**config.mk**
```make
export PLATFORM = sky130hd
export DESIGN_NAME = edge_capture_ctrl
export DESIGN_NICKNAME = d
export VERILOG_FILES = /design/src/rtl/edge_capture_pkg.sv /design/src/rtl/edge_capture_filter.sv /design/src/rtl/edge_capture_ctrl.sv
export SDC_FILE = /design/constraint.sdc
export NUM_CORES = 1
export LEC_CHECK = 0
export BUFFER_PORTS_ARGS = -buffer_cell sky130_fd_sc_hd__buf_4
export CAP_MARGIN = 20
export CELL_PAD_IN_SITES_DETAIL_PLACEMENT = 0
export CELL_PAD_IN_SITES_GLOBAL_PLACEMENT = 1
export CORE_AREA = 3 3 138 140
export DETAILED_ROUTE_END_ITERATION = 10
export DIE_AREA = 0 0 141 143
export GPL_TIMING_DRIVEN = 0
export PLACE_DENSITY = 0.78
export SYNTH_ARGS = -nofsm -noshare
export SYNTH_HDL_FRONTEND = slang
export SYNTH_SLANG_ARGS = --single-unit
export TNS_END_PERCENT = 20
```
**constraint.sdc**
```tcl
create_clock -name clk -period 8.5 [get_ports clk]
set_input_delay 1.275 -clock clk [delete_from_list [all_inputs] [get_ports clk]]
set_output_delay 1.275 -clock clk [all_outputs]
set_load 0.02 [all_outputs]
```
**src/rtl/edge_capture_pkg.sv**
```systemverilog
// edge_capture_pkg: shared types and helpers for the edge capture block.
//   edge_mode_e : per-channel edge selection (off / rise / fall / both)
//   popcount    : number of set bits in a vector of up to PopMaxW bits
//   sat_add     : unsigned add that clamps at 2^w-1 instead of wrapping
package edge_capture_pkg;

  typedef enum logic [1:0] {
    EDGE_OFF  = 2'b00,
    EDGE_RISE = 2'b01,
    EDGE_FALL = 2'b10,
    EDGE_BOTH = 2'b11
  } edge_mode_e;

  // Widest vector popcount accepts; narrower callers zero-extend.
  localparam int unsigned PopMaxW = 1024;

  function automatic int unsigned popcount(input logic [PopMaxW-1:0] v);
    int unsigned n;
    n = 0;
    for (int i = 0; i < PopMaxW; i++) begin
      n += int'(v[i]);
    end
    return n;
  endfunction

  // a + b, clamped to 2^w-1. The 64-bit sum cannot overflow for w < 63.
  function automatic logic [63:0] sat_add(input logic [63:0] a, input logic [63:0] b,
                                          input int unsigned w);
    logic [63:0] max_val;
    logic [63:0] sum;
    max_val = (64'd1 << w) - 64'd1;
    sum     = a + b;
    return (sum > max_val) ? max_val : sum;
  endfunction

endpackage

```
**src/rtl/edge_capture_filter.sv**
```systemverilog
// edge_capture_filter: single-channel glitch filter.
// The output follows the raw input only after raw has differed from the
// output for FILT_LEN consecutive cycles; any interruption restarts the run.
// Ports:
//   clk      clock
//   reset_n  synchronous active-low reset
//   prime_i  priming cycle: load filt from raw and zero the run counter
//   raw_i    unfiltered input bit
//   filt_o   filtered output bit (registered)
module edge_capture_filter #(
  parameter int unsigned FILT_LEN = 4
) (
  input  logic clk,
  input  logic reset_n,
  input  logic prime_i,
  input  logic raw_i,
  output logic filt_o
);

  localparam int unsigned CntW = $clog2(FILT_LEN + 1);

  logic [CntW-1:0] cnt_q;
  logic            filt_q;

  always_ff @(posedge clk) begin
    if (!reset_n) begin
      cnt_q  <= '0;
      filt_q <= 1'b0;
    end else if (prime_i) begin
      cnt_q  <= '0;
      filt_q <= raw_i;
    end else if (raw_i != filt_q) begin
      // This cycle completes FILT_LEN consecutive differing samples.
      if (cnt_q == CntW'(FILT_LEN - 1)) begin
        cnt_q  <= '0;
        filt_q <= raw_i;
      end else begin
        cnt_q <= cnt_q + 1'b1;
      end
    end else begin
      cnt_q <= '0;
    end
  end

  assign filt_o = filt_q;

endmodule

```
**src/rtl/edge_capture_ctrl.sv**
```systemverilog
// edge_capture_ctrl: multi-channel edge capture with per-bit edge mode,
// sticky W1C status, maskable registered IRQ and a saturating edge counter.
// Optional feature macro: EDGE_FILTER_EN inserts a per-bit glitch filter
// (edge_capture_filter, FILT_LEN cycles) in front of edge detection.
// Ports:
//   clk        clock
//   reset_n    synchronous active-low reset
//   data_i     raw input channels
//   mode_i     per-channel edge_mode_e, bits [2i+1:2i] for channel i
//   mask_i     1 = channel contributes to irq_o
//   clear_i    W1C pulse per channel for the sticky status
//   cnt_clr_i  clears evt_cnt_o (wins over same-cycle edges)
//   edge_o     sticky status, includes edges detected this cycle
//   irq_o      registered interrupt level
//   evt_cnt_o  saturating count of detected edges over all channels
module edge_capture_ctrl
  import edge_capture_pkg::*;
#(
  parameter int unsigned WIDTH    = 32,
  parameter int unsigned COUNT_W  = 16,
  parameter int unsigned FILT_LEN = 4
) (
  input  logic                 clk,
  input  logic                 reset_n,
  input  logic [WIDTH-1:0]     data_i,
  input  logic [2*WIDTH-1:0]   mode_i,
  input  logic [WIDTH-1:0]     mask_i,
  input  logic [WIDTH-1:0]     clear_i,
  input  logic                 cnt_clr_i,
  output logic [WIDTH-1:0]     edge_o,
  output logic                 irq_o,
  output logic [COUNT_W-1:0]   evt_cnt_o
);

  logic [WIDTH-1:0]   data_q;
  logic [WIDTH-1:0]   cap_q;
  logic               primed_q;
  logic               irq_q;
  logic [COUNT_W-1:0] cnt_q;

  logic [WIDTH-1:0]   samp;
  logic [WIDTH-1:0]   det;
  logic [COUNT_W-1:0] cnt_next;

`ifdef EDGE_FILTER_EN
  for (genvar gi = 0; gi < WIDTH; gi++) begin : g_filt
    edge_capture_filter #(
      .FILT_LEN (FILT_LEN)
    ) u_filt (
      .clk     (clk),
      .reset_n (reset_n),
      .prime_i (~primed_q),
      .raw_i   (data_i[gi]),
      .filt_o  (samp[gi])
    );
  end
`else
  assign samp = data_i;
  logic unused_filt_len;
  assign unused_filt_len = |FILT_LEN;
`endif

  // No detection until data_q holds a real sample of the inputs.
  always_comb begin
    det = '0;
    if (primed_q) begin
      for (int i = 0; i < WIDTH; i++) begin
        case (edge_mode_e'(mode_i[2*i +: 2]))
          EDGE_RISE: det[i] = ~data_q[i] &  samp[i];
          EDGE_FALL: det[i] =  data_q[i] & ~samp[i];
          EDGE_BOTH: det[i] =  data_q[i] ^  samp[i];
          default:   det[i] = 1'b0;
        endcase
      end
    end
  end

  always_comb begin
    cnt_next = COUNT_W'(sat_add(64'(cnt_q), 64'(popcount(PopMaxW'(det))), COUNT_W));
  end

  always_ff @(posedge clk) begin
    if (!reset_n) begin
      data_q   <= '0;
      cap_q    <= '0;
      primed_q <= 1'b0;
      irq_q    <= 1'b0;
      cnt_q    <= '0;
    end else begin
      primed_q <= 1'b1;
      // Priming samples the raw inputs so the filter and data_q start aligned.
      data_q   <= primed_q ? samp : data_i;
      cap_q    <= det | (cap_q & ~clear_i);
      irq_q    <= |((det | (cap_q & ~clear_i)) & mask_i);
      cnt_q    <= cnt_clr_i ? '0 : cnt_next;
    end
  end

  assign edge_o    = cap_q | det;
  assign irq_o     = irq_q;
  assign evt_cnt_o = cnt_q;

endmodule

```
# Yosys cells after proc, flatten, opt, wreduce, memory -nomap -nowiden
# Index checks and enable logic that the tools add are counted.
# Widths: inputs -> output; s select.
[word_totals]
register_bits = 82
inputBits = 163
out_inout_bits = 49
wordCells = 337
[op_classes]
add_sub_neg = 32
magnitude_cmp = 1
n_eq_ne = 96
n_mux = 35
n_bitwise = 166
reduce_logical = 2
[ops]
columns = ["cell", "count"]
rows = [
  ["$eq 2x2->1 const B", 64],
  ["$pmux 1 s3", 32],
  ["$not 1->1", 65],
  ["$and 1x1->1", 64],
  ["$and 32x32->32", 2],
  ["$eq 2x1->1 const B", 32],
  ["$or 32x32->32", 2],
  ["$add 16x32->33", 1],
  ["$gt 33x16->1 const B", 1],
  ["$add 31x1->32", 1],
  ["$mux 32", 1],
  ["$not 32->32", 1],
  ["$reduce_or 32->1", 1],
  ["$xor 1x1->1", 32],
  ["$add 30x1->31", 1],
  ["$add 29x1->30", 1],
  ["$add 28x1->29", 1],
  ["$add 27x1->28", 1],
  ["$add 26x1->27", 1],
  ["$add 25x1->26", 1],
  ["$add 24x1->25", 1],
  ["$add 23x1->24", 1],
  ["$add 22x1->23", 1],
  ["$add 21x1->22", 1],
  ["23 further kinds", 23],
]

# Logic depth before layout (Yosys ltp)
# Gate-level depths: netlist of the first run.
[logic_depth]
word_depth = 38
depth_mapped = 23
ltp_nobuf = 23

# Worst setup path after synthesis of the first run
# OpenSTA, ideal clock, no wires.
[synth_path]
kind = "in2reg"
from = "input data_i[8]"
to = "register cnt_q[11], in the netlist evt_cnt_o[11]"
setup_ns = 0.080
t_arrival_ns = 7.098
required_ns = 8.420
setup_slack_ns = 1.322
stages = 19
path_buffers = 0
path_cell_list = "inv_1 > ha_1 > nand2b_1 > a21boi_0 > o21ai_0 > fa_1 > fa_1 > fa_1 > fa_1 > fa_1 > fa_1 > fa_1 > fa_1 > and2b_1 > o31ai_1 > a21o_1 > or4_4 > and4b_1 > a211oi_2"
[synth_via]
elab_chain_cells = 31
word_cells_on_any_way = 33
classes_between = "add/sub (25); order compare (1); mux (3); bitwise (4)"
[synth_rtl]
columns = ["item", "line_no", "source"]
rows = [
  ["from (decl)", "edge_capture_ctrl.sv:25", "input logic [WIDTH-1:0] data_i,"],
  ["$not 1->1", "edge_capture_ctrl.sv:70", "EDGE_FALL: det[i] = data_q[i] & ~samp[i];"],
  ["$and 1x1->1", "edge_capture_ctrl.sv:70", ""],
  ["$pmux 1 s3 *", "edge_capture_ctrl.sv:68", "case (edge_mode_e'(mode_i[2*i +: 2]))"],
  ["$mux 32 *", "edge_capture_ctrl.sv:66", "if (primed_q) begin"],
  ["$add 8x1->9 *", "edge_capture_pkg.sv:21", "n += int'(v[i]);"],
  ["$add 9x1->10 *", "edge_capture_pkg.sv:21", ""],
  ["$add 10x1->11 *", "edge_capture_pkg.sv:21", ""],
  ["$add 11x1->12 *", "edge_capture_pkg.sv:21", ""],
  ["[... 15 more ...]", "n/a", ""],
  ["$add 27x1->28 *", "edge_capture_pkg.sv:21", ""],
  ["$add 28x1->29 *", "edge_capture_pkg.sv:21", ""],
  ["$add 29x1->30 *", "edge_capture_pkg.sv:21", ""],
  ["$add 30x1->31 *", "edge_capture_pkg.sv:21", ""],
  ["$add 31x1->32 *", "edge_capture_pkg.sv:21", ""],
  ["$add 16x32->33 *", "edge_capture_pkg.sv:32", "sum = a + b;"],
  ["$gt 33x16->1", "edge_capture_pkg.sv:33", "return (sum > max_val) ? max_val : sum;"],
  ["$mux 16 *", "edge_capture_pkg.sv:33", ""],
  ["to (signal assigned)", "edge_capture_ctrl.sv:95", "cnt_q <= cnt_clr_i ? '0 : cnt_next;"],
  ["to (decl)", "edge_capture_ctrl.sv:39", "logic [COUNT_W-1:0] cnt_q;"],
]
# Mark *: on every way between the ends. The rest lies on a longest branch, timed or not.
# A chain may end at the register's enable or synchronous reset.

# Final worst setup path of the first run
[layout_path]
from = "register primed_q"
to = "register cnt_q[14], in the netlist evt_cnt_o[14]"
[layout_via]
elab_chain_cells = 35
[layout_rtl]
columns = ["item", "line_no", "source"]
rows = [
  ["from (decl)", "edge_capture_ctrl.sv:37", "logic primed_q;"],
  ["from (signal assigned)", "edge_capture_ctrl.sv:86", "primed_q <= 1'b0;"],
  ["from (signal assigned)", "edge_capture_ctrl.sv:90", "primed_q <= 1'b1;"],
  ["$mux 32 *", "edge_capture_ctrl.sv:66", ""],
  ["$add 1x1->2", "edge_capture_pkg.sv:21", ""],
  ["$add 2x1->3", "edge_capture_pkg.sv:21", ""],
  ["$add 3x1->4", "edge_capture_pkg.sv:21", ""],
  ["$add 4x1->5", "edge_capture_pkg.sv:21", ""],
  ["$add 5x1->6", "edge_capture_pkg.sv:21", ""],
  ["$add 6x1->7", "edge_capture_pkg.sv:21", ""],
  ["$add 7x1->8", "edge_capture_pkg.sv:21", ""],
  ["[... 19 more ...]", "n/a", ""],
  ["$add 27x1->28", "edge_capture_pkg.sv:21", ""],
  ["$add 28x1->29", "edge_capture_pkg.sv:21", ""],
  ["$add 29x1->30", "edge_capture_pkg.sv:21", ""],
  ["$add 30x1->31", "edge_capture_pkg.sv:21", ""],
  ["$add 31x1->32 *", "edge_capture_pkg.sv:21", ""],
  ["$add 16x32->33 *", "edge_capture_pkg.sv:32", ""],
  ["$gt 33x16->1", "edge_capture_pkg.sv:33", ""],
  ["$mux 16 *", "edge_capture_pkg.sv:33", ""],
]
# Marks and branches as above.

==> run metrics, run 1 <==
worst skew pair latency=0.35 ns; type of the worst setup path=reg -> reg; capturing point of the worst reg2reg path=evt_cnt_o[14]; number of global-route vias before repair=roughly 5800; width of the chip=141 um; Tot Pwr=1390 uW; kind of end point of the critical path=flop; Final Cycle Share=0.925; IO Count=around 210; number of different library cells in the post-synthesis netlist=51; leakage power of the design=roughly 0.0043 uW; Syn-to-layout area delta=34.8%; Crit Path Max Fanout=17; R2R depth=18; buffer cell driving the clock tree root=sky130_fd_sc_hd__clkbuf_16; clock tree from TritonCTS=yes; # Max-Cap Violations=0; wire length of the first global-routing pass=slightly above 30000 um; Die Y-Extent=143 um; Avg Synthesized Cell Area=around 7.8 um^2; path category of the worst min-delay check=reg -> reg; CTS H-Tree Depth=3; drt pass-1 iters=4; placement row count=a little under 50; crit path cell chain=buf_2, clkbuf_1, clkbuf_1, o21ai_0, fa_1, fa_1, fa_1, fa_1, fa_1, fa_1, fa_1, fa_1, and2b_1, o31ai_1, a211oi_1, nand4_1, nor4bb_1, nor3_1; number of hold buffers added after cts=0; placer's final routability congestion estimate=between 0.8 and 0.9; final-layout setup total negative slack=0 ns; fill cell instance count of the final layout=approximately 1800; total setup violations reported at the end of the flow=0; start point of the worst hold path=cap_q[30]; Worst Tran Pin Value=0.783 ns; clock tree buffer depth=2; peak per-stage delay on the critical path=0.66 ns; FF+latch count, synth=82; post-layout min period=7.86 ns; remaining number of nets flagged by the antenna check after routing=0; CTS clk-pin slew, worst paths=roughly 0.070 ns; total number of vias=slightly below 6000; Top FF cell, synth=sky130_fd_sc_hd__dfxtp_1; setup slack of the most critical reg-to-reg path=0.64 ns; ratio of cells with drive above 1 in the final layout=0.235; cell type group with the largest total delay on the critical path=adder cells; outcome=completed; post-DP HPWL=16800 um; worst reg2reg startpoint=primed_q; critical path arrival=around 8 ns; CP startpoint kind=flop; overall track demand over capacity in global routing=0.199; final number of hold-violating endpoints=0; commonest cells after routing, fill and taps aside=211 x sky130_fd_sc_hd__buf_4, 145 x sky130_fd_sc_hd__inv_1, 97 x sky130_fd_sc_hd__nand2_1, 85 x sky130_fd_sc_hd__nor2_1, 82 x sky130_fd_sc_hd__dfxtp_1; TritonCTS Buffers=9; hold endpoint=cap_q[30]; number of antenna violations at the first check in global routing=2; nets in the synthesized netlist=roughly 1100; final-report max-slew violation count=0; # DRC=0; maximum number of pins on one net before global-route repair=15; sequential cell area=1640 um^2; die area=20200 um^2; starting utilization of the core area=0.349; global-route congestion overflow total=0; Design Area, Final=between 8000 and 9000 um^2; share of flip-flops with an asynchronous set or reset after synthesis=0; Via density=roughly 4.7; Peak VDD IR=0.000114 V; overall routed net length=20200 um; Synth Cell Area=6270 um^2; DRC marker count from the first detailed-route iteration=slightly below 300; total inserted antenna cells=0; number of instances in the synthesized netlist=801; clock skew=0.0101 ns; routed length per placed instance=16.1 um; RSZ-0062 raised after global routing=no; number of buffers and inverters on the critical path=3; PwrDens=around 160 nW/um^2; count of buffers from port buffering=211; Required @ worst endpoint=8.72 ns; area occupied by multi-input gates=4010 um^2; total number of clock tree sinks=82; number of cells on the worst hold path=2; sequential-to-total area share from yosys stat=0.262; number of warnings issued by yosys=0; most common cell after layout, fill and taps aside=sky130_fd_sc_hd__buf_4; cell occurring most often along the worst timing path=sky130_fd_sc_hd__fa_1; critical-path cell with the highest stage delay=sky130_fd_sc_hd__clkbuf_1; Net count, final=1290; Resized cells post-CTS=0; core region area=approximately 18000 um^2; EDFF count, synth=0; max-slew headroom at the worst pin=0.478; Highest Clock Rate=127 MHz; Cell Area, Placed=8140 um^2; setup fix buffers added after clock tree synthesis=0
==> final cells by class <==
cell class,count,share of cell area
Buffer,18,0.00858
Clock buffer,9,0.0266
Clock inverter,6,0.0108
Inverter,146,0.0648
Multi-Input combinational cell,554,0.474
Sequential cell,82,0.194
Tap cell,229,0.0339
Timing Repair Buffer,211,0.187
==> flip-flops by register name, indices dropped and copies added (netlist names) <==
name       cells
primed_q       1
cap_q         32
data_q        32
irq_o          1
evt_cnt_o     16
==> cells in the mapped netlist (3+ instances only) <==
cell type / instances / area share
sky130_fd_sc_hd__a21boi_0: 6 / 0.0072
sky130_fd_sc_hd__o2bb2ai_1: 5 / 0.0070
sky130_fd_sc_hd__or3_1: 3 / 0.0030
sky130_fd_sc_hd__nor3_1: 4 / 0.0032
sky130_fd_sc_hd__a21oi_1: 29 / 0.023
sky130_fd_sc_hd__mux2i_1: 16 / 0.026
sky130_fd_sc_hd__nor2_1: 85 / 0.051
sky130_fd_sc_hd__dfxtp_1: 82 / 0.26
sky130_fd_sc_hd__o32ai_1: 24 / 0.034
sky130_fd_sc_hd__fa_1: 26 / 0.083
sky130_fd_sc_hd__a31oi_1: 15 / 0.015
sky130_fd_sc_hd__a211oi_1: 3 / 0.0036
sky130_fd_sc_hd__inv_1: 145 / 0.087
sky130_fd_sc_hd__o2111ai_1: 3 / 0.0042
sky130_fd_sc_hd__o21a_1: 5 / 0.0060
sky130_fd_sc_hd__nor2b_1: 22 / 0.022
sky130_fd_sc_hd__or2_2: 7 / 0.0070
sky130_fd_sc_hd__and2_1: 5 / 0.0050
sky130_fd_sc_hd__o211a_1: 3 / 0.0048
sky130_fd_sc_hd__and3_1: 3 / 0.0030
sky130_fd_sc_hd__buf_2: 4 / 0.0032
sky130_fd_sc_hd__nand3b_1: 3 / 0.0036
sky130_fd_sc_hd__nand2_1: 97 / 0.058
sky130_fd_sc_hd__clkbuf_1: 13 / 0.0078
sky130_fd_sc_hd__o21ai_0: 52 / 0.041
sky130_fd_sc_hd__a41oi_1: 3 / 0.0042
sky130_fd_sc_hd__ha_1: 79 / 0.16
sky130_fd_sc_hd__xnor2_1: 4 / 0.0056
sky130_fd_sc_hd__nand2b_1: 22 / 0.022
sky130_fd_sc_hd__o221ai_1: 3 / 0.0042
==> worst max path at each step <==
stage,startpoint,to,slack [ns],cells after the start
after floorplan,data_i[8],evt_cnt_o[11],1.32,19
final,primed_q,evt_cnt_o[14],0.64,18
after global placement,primed_q,evt_cnt_o[14],0.001,19
after detailed placement,primed_q,evt_cnt_o[14],0.03,19
after global routing,primed_q,evt_cnt_o[14],0.23,18
after CTS,primed_q,evt_cnt_o[14],0.006,19
==> power breakdown <==
part	total [uW]	switching [uW]	internal (uW)
combinational	544	294	249
clock	433	175	258
sequential	418	10.8	408
==> tightest hold or removal path, stage by stage (launching register included) <==
cell and delay [ns]:
sky130_fd_sc_hd__dfxtp_1 0.31, sky130_fd_sc_hd__nand2b_1 0.09, sky130_fd_sc_hd__a21oi_1 0.06
==> through the flow <==
stage	setup WS [ns]	hold WS, ns	util	instances
floorplan	1.32	0.466	-	801
global placement	0.00145	0.487	0.453	1241
detailed placement	0.0331	0.498	0.453	1241
CTS	0.00629	0.506	0.471	1256
global route	0.234	0.549	0.471	1255
finish	0.637	0.506	0.471	1255
==> per-layer routing <==
metal,GRT usage,up-vias,wire [um]
met4,0.0673,4,442
met3,0.0422,28,1250
met1,0.263,2683,9270
li1,-,3073,-
met2,0.324,161,9170
met5,0,-,34
==> cell families (layout without fill, tap and decap cells) <==
logic type | after synthesis | in the layout | synth area share
XOR/XNOR | 6 | 6 | 0.00838
multiplexers | 16 | 16 | 0.0255
AO/OA/AOI/OAI | 163 | 163 | 0.170
AND/OR/NAND/NOR | 264 | 264 | 0.194
adder cells (fa/ha/maj) | 105 | 105 | 0.241
buffers and inverters | 165 | 390 | 0.0995
flip-flops | 82 | 82 | 0.262
No activity file was read; power rests on OpenSTA's default activity.
==> run 2, diff against run 1 <==
CELL_PAD_IN_SITES_DETAIL_PLACEMENT = 2   (was 0)
CELL_PAD_IN_SITES_GLOBAL_PLACEMENT = 2   (was 1)
CORE_AREA = 3 3 154 156   (was 3 3 138 140)
DIE_AREA = 0 0 157 159   (was 0 0 141 143)
PLACE_DENSITY = 0.8   (was 0.78)
==> run 2 against run 1 <==
Effect of this change: sequential share of layout area is 0.063 points lower; combinational power is 4.4% higher; count of clock-buffer cells in the layout is 3 higher; power is 2.1% lower; setup slack better by 0.21 ns; flip-flop and latch count stayed put; core utilization is 9.4 points lower; global-route usage is 0.48 points lower; hold slack better by 0.0092 ns.
==> run metrics, run 2 (same netlist as run 1, synthesis figures left out) <==
Highest Clock Rate=131 MHz (+2.7%); clock tree buffer depth=2 (unchanged); routed length per placed instance=18.6 um (+16%); Required @ worst endpoint=8.72 ns (about the same); worst hold margin=0.516 ns (+0.00924 ns); ratio of cells with drive above 1 in the final layout=0.236 (+0.000975); wire length of the first global-routing pass=37400 um (+23%); final number of hold-violating endpoints=0 (unchanged); drt pass-1 iters=4 (unchanged); clock skew=0.00799 ns (-0.00208 ns); setup fix buffers added after clock tree synthesis=0 (unchanged); area occupied by multi-input gates=4010 um^2 (unchanged); overall routed net length=24400 um (+21%); total setup violations reported at the end of the flow=0 (unchanged); routed wl met3=1350 um (+8.4%); Worst Tran Pin Value=0.885 ns (+0.102 ns); Resized cells post-CTS=1 (+1); RSZ-0062 raised after global routing=no; number of antenna violations at the first check in global routing=0 (-2); combinational fraction of design power=0.415 (+0.025); core region area=22500 um^2 (+25%); maximum number of pins on one net before global-route repair=13 (-2); type of the worst setup path=reg -> reg; leakage power of the design=0.00427 uW (-0.27%); CTS H-Tree Depth=3 (unchanged); clock tree from TritonCTS=yes; met1 wire length=10400 um (+12%); remaining number of nets flagged by the antenna check after routing=0 (unchanged); max-slew headroom at the worst pin=0.410 (-0.0680); Die Y-Extent=159 um (+11%); DRC marker count from the first detailed-route iteration=244 (-18%); die area=25000 um^2 (+24%); Syn-to-layout area delta=35.2%; Via density=4.76 (+0.41%); total number of vias=6240 (+4.9%); global-route congestion overflow total=0 (unchanged); IO Count=212 (unchanged); overall track demand over capacity in global routing=0.194 (-0.00481); # Max-Cap Violations=0 (unchanged); worst skew pair latency=0.35 ns (about the same); post-layout min period=7.65 ns (-0.210 ns); relative contribution of sequential cells to total power=0.307 (+0.007); Cell Area, Placed=8210 um^2 (+0.86%); Net count, final=1290 (unchanged); path category of the worst min-delay check=reg -> reg; Crit Path Max Fanout=17 (unchanged); fill cell instance count of the final layout=2636 (+47%); buffer cell driving the clock tree root=sky130_fd_sc_hd__clkbuf_16; critical path arrival=7.88 ns (-0.21 ns); placer's final routability congestion estimate=0.816 (-5.2%); commonest cells after routing, fill and taps aside=211 x sky130_fd_sc_hd__buf_4, 145 x sky130_fd_sc_hd__inv_1, 97 x sky130_fd_sc_hd__nand2_1, 85 x sky130_fd_sc_hd__nor2_1, 82 x sky130_fd_sc_hd__dfxtp_1; outcome=completed; switching pwr=493 uW (+2.7%); kind of end point of the critical path=flop; final-report max-slew violation count=0 (unchanged); number of global-route vias before repair=6827 (+19%); sequential cell area=1640 um^2 (unchanged); Design Area, Final=8480 um^2 (+0.33%); CP startpoint kind=flop; TritonCTS Buffers=9 (unchanged); # DRC=0 (unchanged); Peak VDD IR=0.000109 V (-4.2%); switching part of the total power=0.361 (+0.0167); placement row count=55 (+12%); total inserted antenna cells=0 (unchanged); most common cell after layout, fill and taps aside=sky130_fd_sc_hd__buf_4; fraction of power consumed by the clock network=0.278 (-0.032); Final Cycle Share=0.900 (-0.0247); Internal Dissipation=873 uW (-4.6%); starting utilization of the core area=0.279 (-0.0704); count of buffers from port buffering=211 (unchanged); post-DP HPWL=20500 um (+22%); CTS clk-pin slew, worst paths=0.07 ns (about the same); top sig layer=met4; PwrDens=161 nW/um^2 (-2.4%); width of the chip=157 um (+11%); total length of routed met2 wires=12400 um (+35%); total number of clock tree sinks=82 (unchanged); number of hold buffers added after cts=0 (unchanged)
-- run 2: cell count changes in the layout (fill, tap and decap cells not counted), moves of 2 or more --
cell,delta
sky130_fd_sc_hd__clkinv_4,-2
sky130_fd_sc_hd__bufinv_16,-2
sky130_fd_sc_hd__clkbuf_8,+2
sky130_fd_sc_hd__clkbuf_2,+2
sky130_fd_sc_hd__clkinv_2,+2
-- run 2: worst max-delay path: stages (launching register included) --
cell and delay [ns]:
sky130_fd_sc_hd__dfxtp_1 0.31, sky130_fd_sc_hd__buf_2 0.40, sky130_fd_sc_hd__clkbuf_2 0.41, sky130_fd_sc_hd__buf_1 0.58, sky130_fd_sc_hd__nand2_1 0.23, sky130_fd_sc_hd__fa_1 0.62, sky130_fd_sc_hd__fa_1 0.47, sky130_fd_sc_hd__fa_1 0.54
sky130_fd_sc_hd__fa_1 0.45, sky130_fd_sc_hd__fa_1 0.59, sky130_fd_sc_hd__fa_1 0.44, sky130_fd_sc_hd__fa_1 0.41, sky130_fd_sc_hd__fa_1 0.42, sky130_fd_sc_hd__and2b_1 0.25, sky130_fd_sc_hd__o31ai_1 0.12, sky130_fd_sc_hd__a211oi_1 0.69
sky130_fd_sc_hd__nand4_1 0.21, sky130_fd_sc_hd__nor4bb_1 0.30, sky130_fd_sc_hd__nor3_1 0.08
-- run 2: final cells by class --
type	instances	area share
repair buffers	211	0.187
plain buffers	18	0.00885
clock buffers	12	0.0302
inverters	146	0.0646
well taps	285	0.0420
clock inverters	3	0.00177
multi-input cells	554	0.472
flip-flops and latches	82	0.194
-- run 2: routing by layer --
metal  vias up  track usage
met1      3029        0.239
met4         0       0.0338
met3        13       0.0454
li1       3069            -
met5         -            0
met2       129        0.347
-- run 2: through the flow --
stage / std cells / TNS, ns / setup slack, ns / total power [uW] / utilization
6_report: 1311 / 0 / 0.847 / 1370 / 0.377
5_1_grt: 1311 / 0 / 0.390 / 1490 / 0.377
4_1_cts: 1312 / 0 / 0.0869 / 1400 / 0.377
3_5_place_dp: 1297 / -1.13 / -0.279 / 1010 / 0.365
3_3_place_gp: 1297 / -0.385 / -0.222 / 982 / 0.365
2_1_floorplan: 801 / 0 / 1.32 / 776 / -
-- run 2: path summary, 6_finish.rpt --
| check | slack, ns | end | depth (start not counted) | startpoint |
|---|---|---|---|---|
| max reg2reg | 0.85 | evt_cnt_o[14] | 18 | primed_q |
| max | 0.85 | evt_cnt_o[14] | 18 | primed_q |
| min reg2reg | 0.52 | cap_q[30] | 2 | cap_q[30] |
| min | 0.52 | cap_q[30] | 2 | cap_q[30] |
-- run 2: power groups by stage --
| stage | Combinational, uW | Clock [uW] | Sequential [uW] |
|---|---|---|---|
| 2_1_floorplan | 343 | 0 | 433 |
| 4_1_cts | 586 | 393 | 419 |
| 3_5_place_dp | 582 | 0 | 428 |
| 5_1_grt | 657 | 411 | 422 |
| 6_report | 568 | 379 | 419 |
| 3_3_place_gp | 556 | 0 | 426 |
==> run 3, diff against run 2 <==
ABC_CLOCK_PERIOD_IN_PS = 9150   (was default)
CORE_AREA = 3 3 147 149   (was 3 3 154 156)
DIE_AREA = 0 0 150 152   (was 0 0 157 159)
PLACE_DENSITY = default   (was 0.8)
PLACE_DENSITY_LB_ADDON = 0.1   (was default)
clock period = 9.15 ns   (was 8.5 ns; I/O delays follow)
==> run 3 against run 2 <==
Effect of this change: die area is 8.7% lower; design area fell by 0.27%; non-clock buffer count up 1; core utilization increased by 4.0 points; hold slack improved by 0.0042 ns; register-to-register slack lost 0.26 ns.
==> run metrics, run 3 (same netlist as run 1, synthesis figures left out) <==
total setup violations reported at the end of the flow=0 (unchanged); core region area=20300 um^2 (-9.8%); PwrDens=149 nW/um^2 (-7.6%); CP startpoint kind=flop; starting utilization of the core area=0.309 (+0.0303); worst skew pair latency=0.34 ns (about the same); Peak VDD IR=0.0000968 V (-11%); maximum number of pins on one net before global-route repair=13 (unchanged); overall track demand over capacity in global routing=0.209 (+0.0150); count of buffers from port buffering=211 (unchanged); combinational fraction of design power=0.416 (about the same); Via density=4.83 (+1.4%); hold endpoint=cap_q[19]; most common cell after layout, fill and taps aside=sky130_fd_sc_hd__buf_4; Resized cells post-CTS=0 (-1); start point of the worst hold path=cap_q[19]; clock tree from TritonCTS=yes; path category of the worst min-delay check=reg -> reg; width of the chip=150 um (-4.5%); total inserted antenna cells=0 (unchanged); placement row count=52 (-5.5%); relative contribution of sequential cells to total power=0.310 (+0.003); cell type group with the largest total delay on the critical path=adder cells; R2R depth=19 (+1); switching part of the total power=0.361 (-0.000390); placer's final routability congestion estimate=0.796 (-2.5%); final cell count without fillers=1298 (-0.99%); max-slew headroom at the worst pin=0.395 (-0.0148); Syn-to-layout area delta=34.9%; global-route congestion overflow total=0 (unchanged); Worst Tran Pin Value=0.908 ns (+0.0221 ns); drt pass-1 iters=4 (unchanged); die area=22800 um^2 (-8.7%); kind of end point of the critical path=flop; final number of hold-violating endpoints=0 (unchanged); cell occurring most often along the worst timing path=sky130_fd_sc_hd__fa_1; outcome=completed; number of hold buffers added after cts=0 (unchanged); fraction of power consumed by the clock network=0.275 (-0.003); CP Launch Point=primed_q; setup slack of the most critical reg-to-reg path=0.59 ns (-0.26 ns); wire length of the first global-routing pass=36800 um (-1.7%); worst reg2reg startpoint=primed_q; final-layout setup total negative slack=0 ns (unchanged); buffer cell driving the clock tree root=sky130_fd_sc_hd__clkbuf_16; ratio of cells with drive above 1 in the final layout=0.232 (-0.00435); # DRC=0 (unchanged); Final Cycle Share=0.936 (+0.0352); critical path arrival=8.78 ns (+0.90 ns); overall routed net length=24000 um (-1.8%); TritonCTS Buffers=9 (unchanged); Net count, final=1291 (+0.078%); Internal Dissipation=805 uW (-7.8%); DRC marker count from the first detailed-route iteration=185 (-24%); post-layout min period=8.56 ns (+0.908 ns); post-DP HPWL=19800 um (-3.4%); peak per-stage delay on the critical path=0.68 ns (about the same); number of placed instances with taps included=1282 (-1.2%); commonest cells after routing, fill and taps aside=211 x sky130_fd_sc_hd__buf_4, 145 x sky130_fd_sc_hd__inv_1, 97 x sky130_fd_sc_hd__nand2_1, 85 x sky130_fd_sc_hd__nor2_1, 82 x sky130_fd_sc_hd__dfxtp_1; final-report max-slew violation count=0 (unchanged); IO Count=212 (unchanged); type of the worst setup path=reg -> reg; leakage power of the design=0.00426 uW (-0.38%); RSZ-0062 raised after global routing=no; setup fix buffers added after clock tree synthesis=0 (unchanged); number of global-route vias before repair=6792 (-0.51%); number of antenna violations at the first check in global routing=0 (unchanged); Highest Clock Rate=117 MHz (-11%); remaining number of nets flagged by the antenna check after routing=0 (unchanged); clock tree buffer depth=2 (unchanged); number of cells on the worst hold path=2 (unchanged); Die Y-Extent=152 um (-4.4%); number of buffers and inverters on the critical path=4 (+1); clock skew=0.00826 ns (+0.000266 ns); crit path cell chain=buf_2, clkbuf_1, clkbuf_1, clkbuf_1, o21ai_0, fa_1, fa_1, fa_1, fa_1, fa_1, fa_1, fa_1, fa_1, and2b_1, o31ai_1, a211oi_1, nand4_1, nor4bb_1, nor3_1; capturing point of the worst reg2reg path=evt_cnt_o[14]; switching pwr=454 uW (-8.0%); CTS clk-pin slew, worst paths=0.06 ns (about the same); Post-Route Utilization=0.417 (+0.0398); total number of vias=6267 (+0.43%); routed length per placed instance=18.5 um (-0.81%); CTS H-Tree Depth=3 (unchanged); Crit Path Max Fanout=10 (-7); Required @ worst endpoint=9.36 ns (+0.64 ns); total number of clock tree sinks=82 (unchanged); # Max-Cap Violations=0 (unchanged); critical-path cell with the highest stage delay=sky130_fd_sc_hd__clkbuf_1
run 3: layer usage:
layer  track usage  routed length, um  part of all wire  vias up
met2         0.380              12300              0.51      123
met1         0.262              10300              0.43     3059
met5             0                  0                 0        -
met3        0.0301               1050             0.044       15
met4        0.0427                243             0.010        0
li1              -                  -                 -     3070
run 3: layout make-up:
| type | instances | area [um^2] |
|---|---|---|
| Buffer | 19 | 76.3 |
| Clock buffer | 14 | 254 |
| Clock inverter | 2 | 12.5 |
| Fill cell | 2399 | 11800 |
| Inverter | 146 | 548 |
| Multi-Input combinational cell | 554 | 4010 |
| Sequential cell | 82 | 1640 |
| Tap cell | 270 | 338 |
| Timing Repair Buffer | 211 | 1580 |
run 3: worst max path at each step:
stage	endpoint	cells after the start
2_1_floorplan	evt_cnt_o[11]	19
3_3_place_gp	evt_cnt_o[14]	19
3_5_place_dp	evt_cnt_o[14]	19
4_1_cts	evt_cnt_o[14]	19
5_1_grt	evt_cnt_o[14]	19
6_report	evt_cnt_o[14]	19
run 3: stage by stage:
step,hold WS [ns],setup slack (ns),power (uW),area (um^2)
6_report,0.520,0.590,1260,8460
5_1_grt,0.554,0.118,1370,8460
4_1_cts,0.521,0.384,1290,8460
3_5_place_dp,0.505,0.419,932,8190
3_3_place_gp,0.489,0.573,914,8190
2_1_floorplan,0.466,1.87,721,6270
run 3: worst register-to-register path: stages, from the launching register on:
cell                       delay [ns]
sky130_fd_sc_hd__dfxtp_1         0.30
sky130_fd_sc_hd__buf_2           0.19
sky130_fd_sc_hd__clkbuf_1        0.66
sky130_fd_sc_hd__clkbuf_1        0.64
sky130_fd_sc_hd__clkbuf_1        0.68
sky130_fd_sc_hd__o21ai_0         0.41
sky130_fd_sc_hd__fa_1            0.66
sky130_fd_sc_hd__fa_1            0.44
sky130_fd_sc_hd__fa_1            0.52
sky130_fd_sc_hd__fa_1            0.45
sky130_fd_sc_hd__fa_1            0.55
sky130_fd_sc_hd__fa_1            0.44
sky130_fd_sc_hd__fa_1            0.42
sky130_fd_sc_hd__fa_1            0.42
sky130_fd_sc_hd__and2b_1         0.26
sky130_fd_sc_hd__o31ai_1         0.11
sky130_fd_sc_hd__a211oi_1        0.59
sky130_fd_sc_hd__nand4_1         0.24
sky130_fd_sc_hd__nor4bb_1        0.35
sky130_fd_sc_hd__nor3_1          0.10
run 3: power groups by stage:
stage	clock (uW)	combinational (uW)	sequential [uW]
detailed placement	0	534	397
global route	374	600	392
floorplan	0	319	402
global placement	0	518	396
finish	346	523	390
CTS	358	538	390
